$ cat config.mk
export PLATFORM = sky130hd
export DESIGN_NAME = mips32_ram_arbiter_flat
export DESIGN_NICKNAME = d
export VERILOG_FILES = /design/src/rtl/mips32_ram_arbiter_if.sv /design/src/rtl/mips32_ram_arbiter.sv /design/src/flat_wrapper.sv
export SDC_FILE = /design/constraint.sdc
export NUM_CORES = 1
export LEC_CHECK = 0
export ABC_AREA = 1
export CORE_AREA = 2 2 89 91
export CTS_BUF_LIST = sky130_fd_sc_hd__clkbuf_2
export DETAILED_ROUTE_END_ITERATION = 8
export DIE_AREA = 0 0 91 93
export PLACE_DENSITY = 0.83
export RECOVER_POWER = 25
export SYNTH_ARGS = -nofsm -noshare
export SYNTH_HDL_FRONTEND = slang
export SYNTH_SLANG_ARGS = --single-unit
$ cat constraint.sdc
create_clock -name clock -period 1.35 [get_ports clock]
set_input_delay 0.135 -clock clock [delete_from_list [all_inputs] [get_ports clock]]
set_output_delay 0.135 -clock clock [all_outputs]
set_load 0.01 [all_outputs]
$ cat src/rtl/mips32_ram_arbiter_if.sv
// Bus bundle between the two requesters, the arbiter and the shared MIPS32_RAM.
// slave = arbiter view, master = requesters plus RAM view.
interface mips32_ram_arbiter_if #(
  parameter int AWIDTH = 4,
  parameter int DWIDTH = 32,
  parameter int LANES  = 4
) ();
  logic              reqA, reqB;
  logic              weA, weB;
  logic [AWIDTH-1:0] addrA, addrB;
  logic [DWIDTH-1:0] wdataA, wdataB;
  logic [LANES-1:0]  laneA, laneB;
  logic              ackA, ackB;
  logic [DWIDTH-1:0] rdataA, rdataB;
  logic              rvalidA, rvalidB;
  logic [AWIDTH-1:0] readAddr;
  logic              readEnable;
  logic [DWIDTH-1:0] readData;
  logic [AWIDTH-1:0] writeAddr;
  logic [DWIDTH-1:0] writeData;
  logic [LANES-1:0]  writeLane;
  logic              writeEnable;

  modport slave (
    input  reqA, reqB, weA, weB, addrA, addrB, wdataA, wdataB, laneA, laneB, readData,
    output ackA, ackB, rdataA, rdataB, rvalidA, rvalidB,
           readAddr, readEnable, writeAddr, writeData, writeLane, writeEnable
  );

  modport master (
    output reqA, reqB, weA, weB, addrA, addrB, wdataA, wdataB, laneA, laneB, readData,
    input  ackA, ackB, rdataA, rdataB, rvalidA, rvalidB,
           readAddr, readEnable, writeAddr, writeData, writeLane, writeEnable
  );
endinterface

$ cat src/rtl/mips32_ram_arbiter.sv
// Two-port arbiter (A = fetch, B = load/store) in front of one MIPS32_RAM.
// Read and write channels are arbitrated independently; read data returns one cycle after grant.
module mips32_ram_arbiter #(
  parameter int AWIDTH = 4,
  parameter int DWIDTH = 32,
  parameter int LANES  = 4,
  parameter int PRIO   = 0
) (
  input logic                   clock,
  input logic                   reset,
  mips32_ram_arbiter_if.slave   bus
);

  typedef enum logic {PORT_A = 1'b0, PORT_B = 1'b1} port_e;

  port_e            r_rd_last;
  port_e            r_wr_last;
  logic             r_rvalid_a;
  logic             r_rvalid_b;

  logic             w_rd_req_a, w_rd_req_b;
  logic             w_wr_req_a, w_wr_req_b;
  logic             w_rd_gnt_a, w_rd_gnt_b;
  logic             w_wr_gnt_a, w_wr_gnt_b;
  logic [LANES-1:0] w_lane_a, w_lane_b;

  // Returns {grant_b, grant_a}; on contention the port that was not last served wins,
  // unless fixed priority hands every tie to B.
  function automatic logic [1:0] arbitrate(input logic req_a, input logic req_b,
                                           input port_e last);
    if (req_a && req_b)
      return (PRIO == 1 || last == PORT_A) ? 2'b10 : 2'b01;
    return {req_b, req_a};
  endfunction

  assign w_rd_req_a = bus.reqA & ~bus.weA;
  assign w_rd_req_b = bus.reqB & ~bus.weB;
  assign w_wr_req_a = bus.reqA &  bus.weA;
  assign w_wr_req_b = bus.reqB &  bus.weB;

  assign {w_rd_gnt_b, w_rd_gnt_a} = arbitrate(w_rd_req_a, w_rd_req_b, r_rd_last);
  assign {w_wr_gnt_b, w_wr_gnt_a} = arbitrate(w_wr_req_a, w_wr_req_b, r_wr_last);

  assign w_lane_a = (LANES > 1) ? bus.laneA : '1;
  assign w_lane_b = (LANES > 1) ? bus.laneB : '1;

  // NOTE: every output gets a default before the if-chains so no latch is inferred.
  always_comb begin
    bus.readEnable  = w_rd_gnt_a | w_rd_gnt_b;
    bus.readAddr    = '0;
    bus.writeEnable = w_wr_gnt_a | w_wr_gnt_b;
    bus.writeAddr   = '0;
    bus.writeData   = '0;
    bus.writeLane   = '0;
    if (w_rd_gnt_a)      bus.readAddr = bus.addrA;
    else if (w_rd_gnt_b) bus.readAddr = bus.addrB;
    if (w_wr_gnt_a) begin
      bus.writeAddr = bus.addrA;
      bus.writeData = bus.wdataA;
      bus.writeLane = w_lane_a;
    end else if (w_wr_gnt_b) begin
      bus.writeAddr = bus.addrB;
      bus.writeData = bus.wdataB;
      bus.writeLane = w_lane_b;
    end
  end

  // Acks stay combinational during reset, so a request seen in the reset cycle still
  // reaches the RAM; only the registered state is cleared.
  assign bus.ackA    = w_rd_gnt_a | w_wr_gnt_a;
  assign bus.ackB    = w_rd_gnt_b | w_wr_gnt_b;
  assign bus.rdataA  = bus.readData;
  assign bus.rdataB  = bus.readData;
  assign bus.rvalidA = r_rvalid_a;
  assign bus.rvalidB = r_rvalid_b;

  // NOTE: state registers use non-blocking assignments so every flop samples pre-edge values.
  always_ff @(posedge clock) begin
    if (!reset) begin
      r_rd_last  <= PORT_B;  // "B served last" means A wins the next tie
      r_wr_last  <= PORT_B;
      r_rvalid_a <= 1'b0;
      r_rvalid_b <= 1'b0;
    end else begin
      r_rvalid_a <= w_rd_gnt_a;
      r_rvalid_b <= w_rd_gnt_b;
      if (w_rd_gnt_a || w_rd_gnt_b) r_rd_last <= w_rd_gnt_b ? PORT_B : PORT_A;
      if (w_wr_gnt_a || w_wr_gnt_b) r_wr_last <= w_wr_gnt_b ? PORT_B : PORT_A;
    end
  end

endmodule

$ cat src/flat_wrapper.sv
// flat-port wrapper written by rule: the top's interface ports become plain ports
module mips32_ram_arbiter_flat 
#(
  parameter int AWIDTH = 4,
  parameter int DWIDTH = 32,
  parameter int LANES  = 4,
  parameter int PRIO   = 0
)
  (clock, reset, bus_reqA, bus_reqB, bus_weA, bus_weB, bus_addrA, bus_addrB, bus_wdataA, bus_wdataB, bus_laneA, bus_laneB, bus_readData, bus_ackA, bus_ackB, bus_rdataA, bus_rdataB, bus_rvalidA, bus_rvalidB, bus_readAddr, bus_readEnable, bus_writeAddr, bus_writeData, bus_writeLane, bus_writeEnable);
  mips32_ram_arbiter_if #(.AWIDTH(AWIDTH), .DWIDTH(DWIDTH), .LANES(LANES)) bus_i ();
  input logic clock;
  input logic reset;
  input wire logic [$bits(bus_i.reqA)-1:0] bus_reqA;
  input wire logic [$bits(bus_i.reqB)-1:0] bus_reqB;
  input wire logic [$bits(bus_i.weA)-1:0] bus_weA;
  input wire logic [$bits(bus_i.weB)-1:0] bus_weB;
  input wire logic [$bits(bus_i.addrA)-1:0] bus_addrA;
  input wire logic [$bits(bus_i.addrB)-1:0] bus_addrB;
  input wire logic [$bits(bus_i.wdataA)-1:0] bus_wdataA;
  input wire logic [$bits(bus_i.wdataB)-1:0] bus_wdataB;
  input wire logic [$bits(bus_i.laneA)-1:0] bus_laneA;
  input wire logic [$bits(bus_i.laneB)-1:0] bus_laneB;
  input wire logic [$bits(bus_i.readData)-1:0] bus_readData;
  output wire logic [$bits(bus_i.ackA)-1:0] bus_ackA;
  output wire logic [$bits(bus_i.ackB)-1:0] bus_ackB;
  output wire logic [$bits(bus_i.rdataA)-1:0] bus_rdataA;
  output wire logic [$bits(bus_i.rdataB)-1:0] bus_rdataB;
  output wire logic [$bits(bus_i.rvalidA)-1:0] bus_rvalidA;
  output wire logic [$bits(bus_i.rvalidB)-1:0] bus_rvalidB;
  output wire logic [$bits(bus_i.readAddr)-1:0] bus_readAddr;
  output wire logic [$bits(bus_i.readEnable)-1:0] bus_readEnable;
  output wire logic [$bits(bus_i.writeAddr)-1:0] bus_writeAddr;
  output wire logic [$bits(bus_i.writeData)-1:0] bus_writeData;
  output wire logic [$bits(bus_i.writeLane)-1:0] bus_writeLane;
  output wire logic [$bits(bus_i.writeEnable)-1:0] bus_writeEnable;
  assign bus_i.reqA = bus_reqA;
  assign bus_i.reqB = bus_reqB;
  assign bus_i.weA = bus_weA;
  assign bus_i.weB = bus_weB;
  assign bus_i.addrA = bus_addrA;
  assign bus_i.addrB = bus_addrB;
  assign bus_i.wdataA = bus_wdataA;
  assign bus_i.wdataB = bus_wdataB;
  assign bus_i.laneA = bus_laneA;
  assign bus_i.laneB = bus_laneB;
  assign bus_i.readData = bus_readData;
  assign bus_ackA = bus_i.ackA;
  assign bus_ackB = bus_i.ackB;
  assign bus_rdataA = bus_i.rdataA;
  assign bus_rdataB = bus_i.rdataB;
  assign bus_rvalidA = bus_i.rvalidA;
  assign bus_rvalidB = bus_i.rvalidB;
  assign bus_readAddr = bus_i.readAddr;
  assign bus_readEnable = bus_i.readEnable;
  assign bus_writeAddr = bus_i.writeAddr;
  assign bus_writeData = bus_i.writeData;
  assign bus_writeLane = bus_i.writeLane;
  assign bus_writeEnable = bus_i.writeEnable;
  mips32_ram_arbiter #(.AWIDTH(AWIDTH), .DWIDTH(DWIDTH), .LANES(LANES), .PRIO(PRIO)) u_core (.clock(clock), .reset(reset), .bus(bus_i));
endmodule
Word level (Yosys, flattened, before mapping) --
Index checks and enable logic that the tools add are counted.
Operators by class: reduce and logical (&&, ||, !) cells 4, multiplexer cells 18, bitwise logic cells 10
Operator list (count):
- $mux W32 | 2
- $mux W4 | 6
- $mux W2 | 6
- $and A1 B1 Y1 | 4
- $mux W1 | 4
- $or A1 B1 Y1 | 4
- $logic_and A1 B1 Y1 | 2
- $logic_or A1 B1 Y1 | 2
- $not A1 Y1 | 2
Word-level totals: register bits after elaboration 4, input port bits 118, output and inout port bits 114

Depth between registers and ports, before layout --
word-level depth 7, depth in mapped cells 5

Worst setup path before layout --
No wires, ideal clock.
path kind register -> output, start point register u_core.r_wr_last, end point output bus_writeData[26], path slack 0.366 ns, buffers on the path 1, arrival time 0.849 ns, cell stages (with the launch flop) 6, cells stage by stage dfxtp_1 inv_1 nand3_1 buf_2 nand3_1 nand2_1
Between the ends: longest elaborated chain between the ends 5
RTL lines:
- from (decl) | RTL line mips32_ram_arbiter.sv:17 | port_e r_wr_last;
- from (signal assigned) | RTL line mips32_ram_arbiter.sv:88 | if (w_wr_gnt_a || w_wr_gnt_b) r_wr_last <= w_wr_gnt_b ? PORT_B : PORT_A;
- $mux W2 (*) | RTL line mips32_ram_arbiter.sv:32 | return (PRIO == 1 || last == PORT_A) ? 2'b10 : 2'b01;
- $mux W2 (*) | RTL line mips32_ram_arbiter.sv:31 | if (req_a && req_b)
- $mux W2 (*) | RTL line mips32_ram_arbiter.sv:33 | return {req_b, req_a};
- $mux W32 | RTL line mips32_ram_arbiter.sv:61 | end else if (w_wr_gnt_b) begin
- $mux W32 (*) | RTL line mips32_ram_arbiter.sv:57 | if (w_wr_gnt_a) begin
- to (decl) | RTL line flat_wrapper.sv:33 | output wire logic [$bits(bus_i.writeData)-1:0] bus_writeData;
Every way passes the cells marked *; elsewhere a longest branch is shown, timed or not. The select of a mux whose other input is x is not followed.

Final worst setup path --
start point register u_core.r_wr_last, end point output bus_writeData[11]
The elaborated chain is that of the path after synthesis.

==> impl.org <==
** Run status
- Status :: finished with violations
- The checks that failed: negative setup slack.

** Logic synthesis
- During synthesis, Yosys emitted a total of 0 warnings.
- The cell area that synthesis handed to floorplanning was 0.00140 mm².
- Post-synthesis cell count :: 247
- The share of the Yosys chip area taken by registers is 0.0573.
- The number of nets handed over by synthesis was 365.
- Number of synthesized register bits :: 4
- Average cell area after synthesis :: 5.65 µm²
- Number of different library cells in the post-synthesis netlist :: 10

** Routing
- Dividing the detail-routed wire length by the instance count gives 17.5 µm.
- Wires add up to 7.61 mm.
- Vias :: 1,967
- Number of optimization iterations in the first detailed-route pass :: 4
- Antenna Violating Nets Remaining :: 0
- Dividing the detail-routed via count by the number of cells gives 4.53.
- DRC violations left :: 0
- Initial drt markers :: 55

** Cells and area
- The multi-input combinational cells in the finished layout cover a total of 0.00109 mm².
- Layout overhead on the synthesized area :: 116%
- Final-stage net count :: 452
- The finished cells cover 0.00302 mm².
- Share of final-layout standard cells stronger than drive strength 1 :: 0.461
- In the layout the commonest cells are sky130_fd_sc_hd__clkdlybuf4s50_1, sky130_fd_sc_hd__nand3_2, sky130_fd_sc_hd__nand2_1.
- For this run, the share of the core covered by cells in the final layout is 0.401.
- Fill count :: 784
- The number of antenna diodes in the final layout is 0.
- Across the whole layout, storage elements account for 85.1 µm².
- Leaving out fill and tap cells, the most frequent cell in the layout is sky130_fd_sc_hd__clkdlybuf4s50_1.

** Placement
- After detailed placement, the total cell area comes to 0.00249 mm².
- Global placer's final weighted congestion :: 0.774
- Summed over all nets, the half-perimeter wirelength after detailed placement is 5.19 mm.
- IO Port Bufs :: 135

** Clock tree
- Root Driver :: sky130_fd_sc_hd__clkbuf_2
- Clk_lat worst skew :: 0.23 ns
- CTS tree :: yes
- The number of clock buffers added by TritonCTS is 3.
- TritonCTS sink count :: 4
- Maximum buffer depth of the clock tree :: 2
- After clock tree synthesis, the clock-pin slew on the worst setup and hold paths is 0.06 ns.
- Hold buffer count at CTS :: 0
- Number of H-tree levels :: 1

** Floorplan
- The die covers 0.00846 mm².
- Die X-Extent :: 91 µm
- Floorplan Core Area :: 0.00753 mm²
- Number of primary I/O pins :: 232
- The die is 93 µm tall.
- Starting density of the core :: 0.186
- The floorplan has 32 rows.

** STA
- In the post-route analysis, the smallest setup slack over all paths is -0.0856 ns.
- Max Freq :: 0.697 GHz
- Clock Skews :: 0.0105 ns
- Setup violations remaining at the end of the flow were counted as 36.
- Of the available clock period, the critical path in the final layout requires 1.06.
- At the pin with the least slew margin, the transition time is 0.185 ns.
- The smallest clock period supported by the final layout is computed as 1.44 ns.
- The worst pin sits at a relative slew slack of 0.877.
- Hold is met by 0.270 ns.
- The count of final max-slew check failures was 0.
- Setup repair after global routing missed its margin :: yes
- The number of hold violations in the final report was 0.

** Global routing
- The first global-routing pass estimated 10.6 mm of wire.
- Summed over all layers, the global routing overflow is 0.
- Antenna violations before repair :: 0
- Vias in the first global route :: 2,009
- Entering global routing, the biggest net connects 22 pins.
- Total routing resource utilization after global routing :: 0.157

** Power and ir drop
- The design draws 1.19 mW.
- Power spread over the standard cell area amounts to 394 mW/mm².
- VDD IR-drop max :: 0.299 mV
- In this run the static leakage power is 1.41 nW.

** Critical path
- STA classifies the critical path endpoint as a primary output.
- Critical Path Fanout Max :: 5
- Critical path data arrival time :: 1.30 ns
- The worst setup path is of the register to primary output kind.
- Required @ worst endpoint :: 1.22 ns
- Launching element type of the critical path :: register

** Run
- The tool flagged a number of max-cap violations equal to 0.

** Worst hold path
- The tightest min-delay check is of the input port to primary output type.
[layout make-up]
cell class	count	share of cell area
repair buffers	162	0.550
multi-input cells	154	0.363
well taps	102	0.0423
flip-flops and latches	4	0.0282
inverters	9	0.0120
clock buffers	3	0.00497
[cells by family (layout without fill, tap and decap cells)]
kind of cell / count (synthesis) / after routing / share of synthesized area
buf+inv: 89 / 174 / 0.444
flops: 4 / 4 / 0.0573
compound gates: 1 / 1 / 0.00358
simple gates: 153 / 153 / 0.496
[worst paths after layout]
| check | slack, ns | cells past startpoint | end | from |
|---|---|---|---|---|
| setup reg to reg | 0.48 | 4 | u_core.r_wr_last | u_core.r_wr_last |
| setup / recovery | -0.09 | 7 | bus_writeData[11] | u_core.r_wr_last |
| hold / removal | 0.27 | 0 | bus_rdataA[26] | bus_readData[26] |
| hold reg to reg | 0.50 | 2 | u_core.r_rd_last | u_core.r_rd_last |
[flip-flops by register name, summed over array words and instances (netlist names)]
name and flops:
u_core.bus.rvalidA 1, u_core.bus.rvalidB 1, u_core.r_rd_last 1, u_core.r_wr_last 1
[synthesized netlist by cell type (all sizes together)]
master | number | area (µm²)
nand3 | 94 | 470
buf | 80 | 586
nand2 | 55 | 206
inv | 9 | 33.8
dfxtp | 4 | 80.1
nor2 | 4 | 15.0
o21ai | 1 | 5.00
[metrics by stage]
| step | instances | setup TNS (ns) | setup slack, ns |
|---|---|---|---|
| 2_1_floorplan | 247 | 0 | 0.366 |
| 3_3_place_gp | 418 | -25.34 | -0.586 |
| 3_5_place_dp | 418 | -26.34 | -0.608 |
| 4_1_cts | 430 | -3.20 | -0.0960 |
| 5_1_grt | 434 | -3.27 | -0.136 |
| 6_report | 434 | -1.20 | -0.0856 |
[where the power goes]
part / internal (mW) / switching [mW] / total, mW
sequential: 0.125 / 0.00629 / 0.132
clock: 0.0599 / 0.0624 / 0.122
combinational: 0.532 / 0.405 / 0.937
total: 0.717 / 0.473 / 1.19
[critical path, cell delays in order (launching register included)]
cell and delay, ns:
sky130_fd_sc_hd__dfxtp_4 0.36, sky130_fd_sc_hd__inv_4 0.06, sky130_fd_sc_hd__nand3_4 0.10, sky130_fd_sc_hd__buf_12 0.17, sky130_fd_sc_hd__buf_16 0.13, sky130_fd_sc_hd__nand3_2 0.05
sky130_fd_sc_hd__nand2_1 0.06, sky130_fd_sc_hd__buf_2 0.13
[metal layers]
layer / up-vias / track usage / share of wire
met5: - / 0 / 0
met4: 0 / 0.0707 / 0.033
met3: 40 / 0.0387 / 0.072
met2: 89 / 0.277 / 0.51
met1: 914 / 0.178 / 0.39
li1: 924 / - / -
[timing repair]
item	in CTS	in global routing
gates cloned	5	4
endpoints found under the setup margin	48	47
buffers inserted	4	3
pin swaps	1	16
resized for setup	227	71
No activity file was read; power rests on OpenSTA's default activity.
